===== config.mk =====
export PLATFORM = sky130hd
export DESIGN_NAME = alu_mdu
export DESIGN_NICKNAME = d
export VERILOG_FILES = /design/src/rtl/alu_mdu.sv
export SDC_FILE = /design/constraint.sdc
export NUM_CORES = 1
export LEC_CHECK = 0
export BUFFER_PORTS_ARGS = -buffer_cell sky130_fd_sc_hd__buf_2
export CAP_MARGIN = 40
export CORE_AREA = 2 2 327 329
export CTS_CLUSTER_DIAMETER = 40
export CTS_CLUSTER_SIZE = 16
export DETAILED_ROUTE_END_ITERATION = 16
export DIE_AREA = 0 0 329 331
export SYNTH_ARGS = -nofsm -noshare
export SYNTH_HDL_FRONTEND = slang
export SYNTH_SLANG_ARGS = --single-unit
export TNS_END_PERCENT = 20

===== constraint.sdc =====
create_clock -name clk -period 5.6 [get_ports clk]
set_clock_uncertainty 0.1 [all_clocks]
set_input_delay 0.28 -clock clk [delete_from_list [all_inputs] [get_ports clk]]
set_output_delay 0.28 -clock clk [all_outputs]
set_load 0.05 [all_outputs]

===== src/rtl/alu_mdu.sv =====
// Execute unit: single-cycle base integer ALU plus iterative RV32M/RV64M
// multiply/divide engine, with valid/ready handshakes on both sides.
module alu_mdu #(
    parameter int XLEN    = 32,
    parameter int SHAMT_W = 5,
    parameter int CNT_W   = 6
) (
    input  logic            clk,
    input  logic            rst_n,
    input  logic            in_valid,
    output logic            in_ready,
    input  logic [XLEN-1:0] A,
    input  logic [XLEN-1:0] B,
    input  logic [4:0]      alu_ctrl,
    input  logic            flush,
    output logic            out_valid,
    input  logic            out_ready,
    output logic [XLEN-1:0] result,
    output logic            zero,
    output logic            busy
);
    typedef enum logic [1:0] {S_IDLE, S_CALC, S_FIX, S_DONE} state_t;

    state_t            r_state, w_next;
    logic [XLEN-1:0]   r_hi, r_lo, r_b, r_a, r_result;
    logic [2:0]        r_op;
    logic              r_sa, r_sb, r_zero;
    logic [CNT_W-1:0]  r_cnt;

    logic              w_accept, w_is_m, w_a_sgn, w_b_sgn, w_sa, w_sb;
    logic [2:0]        w_op;
    logic [SHAMT_W-1:0] w_shamt;
    logic [XLEN-1:0]   w_amag, w_bmag, w_alu, w_fix, w_new, w_diff, w_q, w_rem;
    logic [XLEN:0]     w_rem_sh, w_sum;
    logic              w_ge, w_bz, w_load;
    logic [2*XLEN-1:0] w_prod, w_pfix;

    assign w_op     = alu_ctrl[2:0];
    assign w_is_m   = (alu_ctrl[4:3] == 2'b10);
    assign w_shamt  = B[SHAMT_W-1:0];
    assign w_accept = in_valid && (r_state == S_IDLE) && !flush;

    assign w_a_sgn = (w_op == 3'b001) || (w_op == 3'b010) ||
                     (w_op == 3'b100) || (w_op == 3'b110);
    assign w_b_sgn = (w_op == 3'b001) || (w_op == 3'b100) || (w_op == 3'b110);
    assign w_sa    = w_a_sgn && A[XLEN-1];
    assign w_sb    = w_b_sgn && B[XLEN-1];
    assign w_amag  = w_sa ? -A : A;
    assign w_bmag  = w_sb ? -B : B;

    always_comb begin
        w_alu = '0;
        case (alu_ctrl)
            5'b00000: w_alu = A & B;
            5'b00001: w_alu = A | B;
            5'b00010: w_alu = A + B;
            5'b00110: w_alu = A - B;
            5'b00011: w_alu = A ^ B;
            5'b00101: w_alu = A << w_shamt;
            5'b00100: w_alu = A >> w_shamt;
            5'b00111: w_alu = $unsigned($signed(A) >>> w_shamt);
            5'b01000: w_alu = {{(XLEN-1){1'b0}}, $signed(A) < $signed(B)};
            5'b01001: w_alu = {{(XLEN-1){1'b0}}, A < B};
            default:  w_alu = '0;
        endcase
    end

    // Restoring divide: r_hi is the partial remainder, r_lo the dividend/quotient.
    assign w_rem_sh = {r_hi, r_lo[XLEN-1]};
    assign w_ge     = w_rem_sh >= {1'b0, r_b};
    assign w_diff   = w_rem_sh[XLEN-1:0] - r_b;
    // Shift-add multiply: r_lo holds the multiplier, r_b the multiplicand.
    assign w_sum    = {1'b0, r_hi} + (r_lo[0] ? {1'b0, r_b} : '0);

    assign w_prod = {r_hi, r_lo};
    assign w_pfix = (r_sa ^ r_sb) ? -w_prod : w_prod;
    assign w_q    = (r_sa ^ r_sb) ? -r_lo : r_lo;
    assign w_rem  = r_sa ? -r_hi : r_hi;
    assign w_bz   = (r_b == '0);

    // Signed overflow (MIN / -1) falls out of the magnitude path unchanged.
    always_comb begin
        w_fix = '0;
        if (!r_op[2])
            w_fix = (r_op[1:0] == 2'b00) ? w_pfix[XLEN-1:0] : w_pfix[2*XLEN-1:XLEN];
        else if (!r_op[1])
            w_fix = w_bz ? '1 : w_q;
        else
            w_fix = w_bz ? r_a : w_rem;
    end

    assign w_new  = (r_state == S_FIX) ? w_fix : w_alu;
    assign w_load = (w_accept && !w_is_m) || (r_state == S_FIX && !flush);

    always_ff @(posedge clk or negedge rst_n) begin
        if (!rst_n)
            r_state <= S_IDLE;
        else
            r_state <= w_next;
    end

    always_comb begin
        w_next = r_state;
        if (flush)
            w_next = S_IDLE;
        else begin
            case (r_state)
                S_IDLE: if (w_accept) w_next = w_is_m ? S_CALC : S_DONE;
                S_CALC: if (r_cnt == CNT_W'(1)) w_next = S_FIX;
                S_FIX:  w_next = S_DONE;
                S_DONE: if (out_ready) w_next = S_IDLE;
                default: w_next = S_IDLE;
            endcase
        end
    end

    always_comb begin
        in_ready  = (r_state == S_IDLE);
        out_valid = (r_state == S_DONE);
        busy      = (r_state == S_CALC) || (r_state == S_FIX);
    end

    always_ff @(posedge clk or negedge rst_n) begin
        if (!rst_n) begin
            r_hi     <= '0;
            r_lo     <= '0;
            r_b      <= '0;
            r_a      <= '0;
            r_op     <= '0;
            r_sa     <= 1'b0;
            r_sb     <= 1'b0;
            r_cnt    <= '0;
            r_result <= '0;
            r_zero   <= 1'b0;
        end else begin
            if (w_load) begin
                r_result <= w_new;
                r_zero   <= (w_new == '0);
            end
            if (w_accept && w_is_m) begin
                r_op  <= w_op;
                r_sa  <= w_sa;
                r_sb  <= w_sb;
                r_a   <= A;
                r_hi  <= '0;
                r_cnt <= CNT_W'(XLEN);
                r_lo  <= w_op[2] ? w_amag : w_bmag;
                r_b   <= w_op[2] ? w_bmag : w_amag;
            end else if (r_state == S_CALC && !flush) begin
                r_cnt <= r_cnt - 1'b1;
                if (r_op[2]) begin
                    r_hi <= w_ge ? w_diff : w_rem_sh[XLEN-1:0];
                    r_lo <= {r_lo[XLEN-2:0], w_ge};
                end else begin
                    r_hi <= w_sum[XLEN:1];
                    r_lo <= {w_sum[0], r_lo[XLEN-1:1]};
                end
            end
        end
    end

    assign result = r_result;
    assign zero   = r_zero;
endmodule


Word level (Yosys, flattened, before mapping)
Index checks and enable logic that the tools add are counted.
Widths: inputs -> output; s select.
- register bits after elaboration: 174
- input port bits: 74
- output and inout bits: 36
- word-level logic and storage cells: 106
- $lt $le $gt $ge: 3
- multiplexer cells: 30
- shift-type cells: 3
- $add $sub $neg: 10
- bitwise operators: 4
- reduce and logical (&&, ||, !) cells: 24
- eq/ne operators: 21
- operator list (cell ; number):
    $mux 32 ; 20
    $pmux 32 s10 ; 1
    $neg 32->32 ; 4
    $logic_not 32->1 ; 2
    $lt 32x32->1 ; 2
    $mux 64 ; 1
    $neg 64->64 ; 1
    $sub 32x32->32 ; 2
    $add 32x32->33 ; 1
    $ge 33x32->1 ; 1
    $add 32x32->32 ; 1
    $and 32x32->32 ; 1
    $or 32x32->32 ; 1
    $shl 32x5->32 ; 1
    $shr 32x5->32 ; 1
    $sshr 32x5->32 ; 1
    $xor 32x32->32 ; 1
    $eq 5x3->1 const B ; 4
    $mux 6 ; 2
    $eq 5x2->1 const B ; 2
    $eq 5x4->1 const B ; 2
    $mux 2 ; 5
    $logic_and 1x1->1 ; 8
    $pmux 2 s4 ; 1
    18 further kinds ; 29

Depth between registers and ports, before layout
- word-level depth: 8
- depth in mapped cells: 17
- depth with buffers taken out: 15

Least setup slack after synthesis
Ideal clock, no wire load.
- path kind: input-to-reg
- start point: in B[1]
- end point: reg r_zero (netlist: zero)
- arrival: 5185 ps
- required time: 5397 ps
- path buffers: 3
- setup time: 103 ps
- cell stages on the path: 16
- path slack: 212 ps
- cell sequence: buf_2 > buf_1 > inv_2 > clkbuf_1 > ha_1 > a211oi_1 > o21ai_0 > and3b_1 > o32ai_1 > o22ai_1 > o41ai_1 > xnor2_1 > nor2_1 > or4_1 > or4b_1 > o41ai_2
- word-level cells in the longest chain between the ends: 4
- elaborated cells on any way between the ends: 13
- classes of those cells: 2 x add/sub; 2 x order compare; 3 x shift; 2 x mux; 3 x bitwise; 1 x reduce/logical
- RTL lines (item ; line ; RTL):
    from (decl) ; 13 ; input logic [XLEN-1:0] B,
    $sub 32x32->32, or another cell as far along ; 57 ; 5'b00110: w_alu = A - B;
    $pmux 32 s10 (*) ; 53 ; case (alu_ctrl)
    $mux 32 (*) ; 92 ; assign w_new = (r_state == S_FIX) ? w_fix : w_alu;
    $logic_not 32->1 (*) ; 138 ; r_zero <= (w_new == '0);
    to (signal assigned) ; 138 ;
    to (decl) ; 27 ; logic r_sa, r_sb, r_zero;
Mark *: on every way between the ends. The rest lies on a longest branch, timed or not.
A chain may end at the register's enable or synchronous reset.

Worst setup path after layout
- start point: reg r_lo[6]
- end point: reg r_zero (netlist: zero)
- word-level cells in the longest chain between the ends: 7
- elaborated cells on any way between the ends: 10
- classes of those cells: 2 x add/sub; 7 x mux; 1 x reduce/logical
- RTL lines (item ; line ; RTL):
    from (decl) ; 25 ; logic [XLEN-1:0] r_hi, r_lo, r_b, r_a, r_result;
    from (signal assigned) ; 147 ; r_lo <= w_op[2] ? w_amag : w_bmag;
    from (signal assigned) ; 153 ; r_lo <= {r_lo[XLEN-2:0], w_ge};
    from (signal assigned) ; 156 ; r_lo <= {w_sum[0], r_lo[XLEN-1:1]};
    $neg 32->32 ; 77 ; assign w_q = (r_sa ^ r_sb) ? -r_lo : r_lo;
    $mux 32 ; 77 ;
    $mux 32 ; 87 ; w_fix = w_bz ? '1 : w_q;
    $mux 32 ; 86 ; else if (!r_op[1])
    $mux 32 (*) ; 84 ; if (!r_op[2])
    $mux 32 (*) ; 92 ;
    $logic_not 32->1 (*) ; 138 ;
Marked as above.

==> results.md <==
Status:
- The run finished with clean final reports.

Pwr:
- Power comes to 0.0135 W.
- The power per unit of standard cell area is 454 nW/µm².
- VDD sags by at most a little under 0.0003 V.
- Summed over all cells, the static leakage comes to 12.1 nW.

Detailed routing:
- The detail-routed via count per cell is 5.96.
- After detailed routing, the average wire length per cell comes to 27.8 µm.
- The first TritonRoute pass finished after 8 iterations.
- The routed layout has 30300 vias.
- The residual antenna-violating net count after detailed routing is 0.
- The first routing iteration left 4178 violations.
- The routed design has 141000 µm of wire.
- The number of remaining DRC errors is 0.

Critical path:
- The total number of cells along the worst setup path is 11.
- In this design, the stage delay of the slowest critical-path cell is about 660 ps.
- Data arrives at the worst endpoint at 5520 ps.
- The largest individual stage delay along the critical path comes from the cell sky130_fd_sc_hd__nor4_1.
- The critical path contains buffers and inverters numbering 0 combined.
- The critical path capture point type is a register.
- Across all register-to-register paths, the minimum setup slack is 370 ps.
- The reg-to-reg startpoint is r_lo[6]$_DFFE_PN0P_.
- For the worst setup path, the data required time is 5890 ps.
- The most repeated library cell on the critical path is sky130_fd_sc_hd__nor4_1.
- For the worst flop-to-flop path, the logic depth is 11.
- The reg-to-reg endpoint is zero$_DFFE_PN0P_.
- The worst-path maximum fanout is 8.
- The category of the worst setup path launch point is a register.
- The signal on the critical path passes through nor4_1 -> nand4_1 -> nor4_2 -> a21oi_1 -> xor2_1 -> o211a_1 -> nor4_1 -> o311ai_0 -> or4_1 -> or4b_1 -> o41ai_2.
- The worst setup path is of the register to register kind.
- The cell family with the largest share of critical-path delay is simple AND/OR/NAND/NOR gates.

Timing:
- The worst path uses 93.4% of the clock period.
- The shortest clock period the worst path allows after layout is 5230 ps.
- The setup total negative slack is 0 ps.
- The worst slew margin relative to its limit is 33.5%.
- The total setup violations reported at the end of the flow is 0.
- The number of max-slew violations in the final report is 0.
- Setup repair after global routing left no endpoint under its margin.
- The final hold violation count is 0.
- Based on the critical path, the design can be clocked at up to 0.191 GHz.
- The slew at the pin closest to its max-slew limit is 995 ps.

Yosys:
- The post-synthesis instance area is 26200 µm².
- The synthesized instance count is 3606.
- After synthesis the netlist holds a flip-flop and latch count of 174.
- The prevailing post-synth register cell is sky130_fd_sc_hd__dfrtp_1.
- In this run, synthesis inferred 0 flip-flops with an integrated enable.
- The number of nets in the synthesized netlist is 3859.
- The yosys synthesis warning count is 0.
- Sequential cells were found to cover about 17% of the synthesized design area.
- In the synthesized netlist the async set-or-reset flop fraction comes to 100%.
- The mean instance size in the synthesized netlist is between 7 and 8 µm².
- The number of distinct library cell variants in the gate-level netlist after synthesis is 89.

Min path:
- The depth of the worst hold-timing path is 3.
- The path class of the tightest hold or removal check is primary input to register.
- The hold path startpoint is A[1].
- The worst hold endpoint is r_a[1]$_DFFE_PN0P_.

Die:
- The floorplan has 119 rows.
- The die span in x is 329 µm.
- The die is 331 µm tall.
- 110 I/O pins were placed.
- In this run the standard cell core region covers 105000 µm².
- The die footprint is 109000 µm².
- For this configuration, the core starts out at a cell density of 25.0%.

CTS:
- TritonCTS built the clock tree.
- The number of setup buffers added after CTS is 0.
- CTS built an H-tree with a depth of 4.
- The number of sinks handled by clock tree synthesis is 174.
- The insertion delay of the later-clocked pin in the worst-skew pair is 500 ps.
- In this run, post-CTS repair resized a total of 0 instances.
- The library cell used as clock root buffer is sky130_fd_sc_hd__clkbuf_16.
- The clock-pin slew on the worst setup and hold paths is about 80 ps.
- The number of clock buffers added by TritonCTS is 17.
- The maximum clock path buffer count is 2.

Global routing:
- Entering global routing, the biggest net connects 102 pins.
- The number of global-route vias before repair is 28400.
- The global route total overflow is 0.
- The first global-routing pass estimated 204000 µm of wire.
- The total routing usage reported by global routing is about 25%.
- The number of antenna violations at the first check in global routing was 15.

Finish:
- The ratio of cells with drive above 1 in the final layout is 13.3%.
- Compared with the post-synthesis result, the final layout area differs by 13.7%.
- The library cell used most frequently in the layout, excluding fill and tap cells, is sky130_fd_sc_hd__nor2_1.
- The final layout contains 3919 nets.
- The top cell types in the final layout, fill and taps aside, are sky130_fd_sc_hd__nor2_1, sky130_fd_sc_hd__nand2_1, sky130_fd_sc_hd__o21ai_0, sky130_fd_sc_hd__a21oi_1, sky130_fd_sc_hd__buf_4.

Place:
- The count of input and output buffers is 109.
- At the end of routability-driven placement, the weighted congestion stood at 1.08.
- The placed wire-length estimate after detailed placement is between 100000 and 150000 µm.

Job:
- The reported max-cap violation count is 0.
worst register-to-register path, delay by kind of cell (launching register included):
kind | cells | cell delay, ps
simple gates | 6 | 3430
compound gates | 4 | 970
flops | 1 | 440
xor+xnor | 1 | 190
area by class of cell:
cell class,count,area (µm²)
repair buffers,318,2200
fillers,11500,75100
diodes,8,20.0
clock inverters,13,171
well taps,1391,1740
inverters,171,642
flip-flops and latches,174,4360
multi-input cells,2984,20200
clock buffers,19,443
metrics by stage:
stage          setup slack, ps  util, %  cells  hold WS [ps]  cell area [µm²]
2_1_floorplan              212        -   3606          -116            26200
3_3_place_gp               273     27.7   5026           298            29100
3_5_place_dp               463     27.8   5036           296            29200
4_1_cts                    440     28.4   5070          58.6            29800
5_1_grt                    163     28.4   5076           147            29800
6_report                   371     28.4   5078          84.6            29800
power by group:
group	leakage (nW)	internal, W	switching [W]
logic	9.62	0.00352	0.00607
registers	2.16	0.00183	0.000809
clock network	0.295	0.000689	0.000622
total	12.1	0.00604	0.00750
cell usage after synthesis (23+ instances only):
library cell               number  area [µm²]
sky130_fd_sc_hd__mux4_2        49        1100
sky130_fd_sc_hd__or4_1         24         180
sky130_fd_sc_hd__or3_1         28         175
sky130_fd_sc_hd__o21ai_0      323        1620
sky130_fd_sc_hd__a31oi_1       37         231
sky130_fd_sc_hd__inv_1        164         616
sky130_fd_sc_hd__xor2_1        52         455
sky130_fd_sc_hd__nand3_1       79         395
sky130_fd_sc_hd__ha_1         175        2190
sky130_fd_sc_hd__o21bai_1      23         173
sky130_fd_sc_hd__o221ai_1      23         201
sky130_fd_sc_hd__o211ai_1      82         616
sky130_fd_sc_hd__nor2b_1       33         206
sky130_fd_sc_hd__xnor2_1      158        1380
sky130_fd_sc_hd__nand2b_1      31         194
sky130_fd_sc_hd__nand4_1       33         206
sky130_fd_sc_hd__a221oi_1      33         289
sky130_fd_sc_hd__o31ai_1       59         443
sky130_fd_sc_hd__mux2_2        23         259
sky130_fd_sc_hd__nor3_1        77         385
sky130_fd_sc_hd__nor2_1       373        1400
sky130_fd_sc_hd__a21oi_1      302        1510
sky130_fd_sc_hd__buf_1         40         150
sky130_fd_sc_hd__a21o_1        44         330
sky130_fd_sc_hd__o22ai_1       24         150
sky130_fd_sc_hd__dfrtp_1      174        4350
sky130_fd_sc_hd__clkbuf_1     229         860
sky130_fd_sc_hd__nor4_1        57         357
sky130_fd_sc_hd__nand2_1      343        1290
sky130_fd_sc_hd__mux2i_1      111        1110
sky130_fd_sc_hd__a211oi_1      55         413
what timing repair did:
action / CTS / global route
endpoints found under the hold margin: 84 / 0
hold buffers: 2 / 0
endpoints found under the setup margin: 0 / 0
kinds of logic after synthesis:
kind of cell    share of synthesized area (%)
compound gates                           30.8
simple gates                             21.0
buf+inv                                  6.48
xor+xnor                                 7.01
mux                                      9.43
fa+ha+maj                                8.66
flops                                    16.6
routing by layer:
metal  wire length, µm  GRT usage (%)
met3             14200           4.77
met2             59600           37.9
met5                55              0
met1             59200           34.6
met4              8350           13.2
worst max path at each step:
stage / endpoint / from / slack, ps
2_1_floorplan: zero$_DFFE_PN0P_ / B[1] / 210
3_3_place_gp: zero$_DFFE_PN0P_ / A[6] / 270
3_5_place_dp: zero$_DFFE_PN0P_ / r_lo[5]$_DFFE_PN0P_ / 460
4_1_cts: zero$_DFFE_PN0P_ / r_lo[6]$_DFFE_PN0P_ / 440
5_1_grt: zero$_DFFE_PN0P_ / r_lo[5]$_DFFE_PN0P_ / 160
6_report: zero$_DFFE_PN0P_ / r_lo[6]$_DFFE_PN0P_ / 370
sequential cells by signal (all words and copies together) (netlist names):
signal	cells
r_cnt	6
zero	1
r_state	2
r_b	32
result	32
r_hi	32
r_op	3
r_sa	1
r_a	32
r_lo	32
r_sb	1
(Power assumes the default switching activity.)
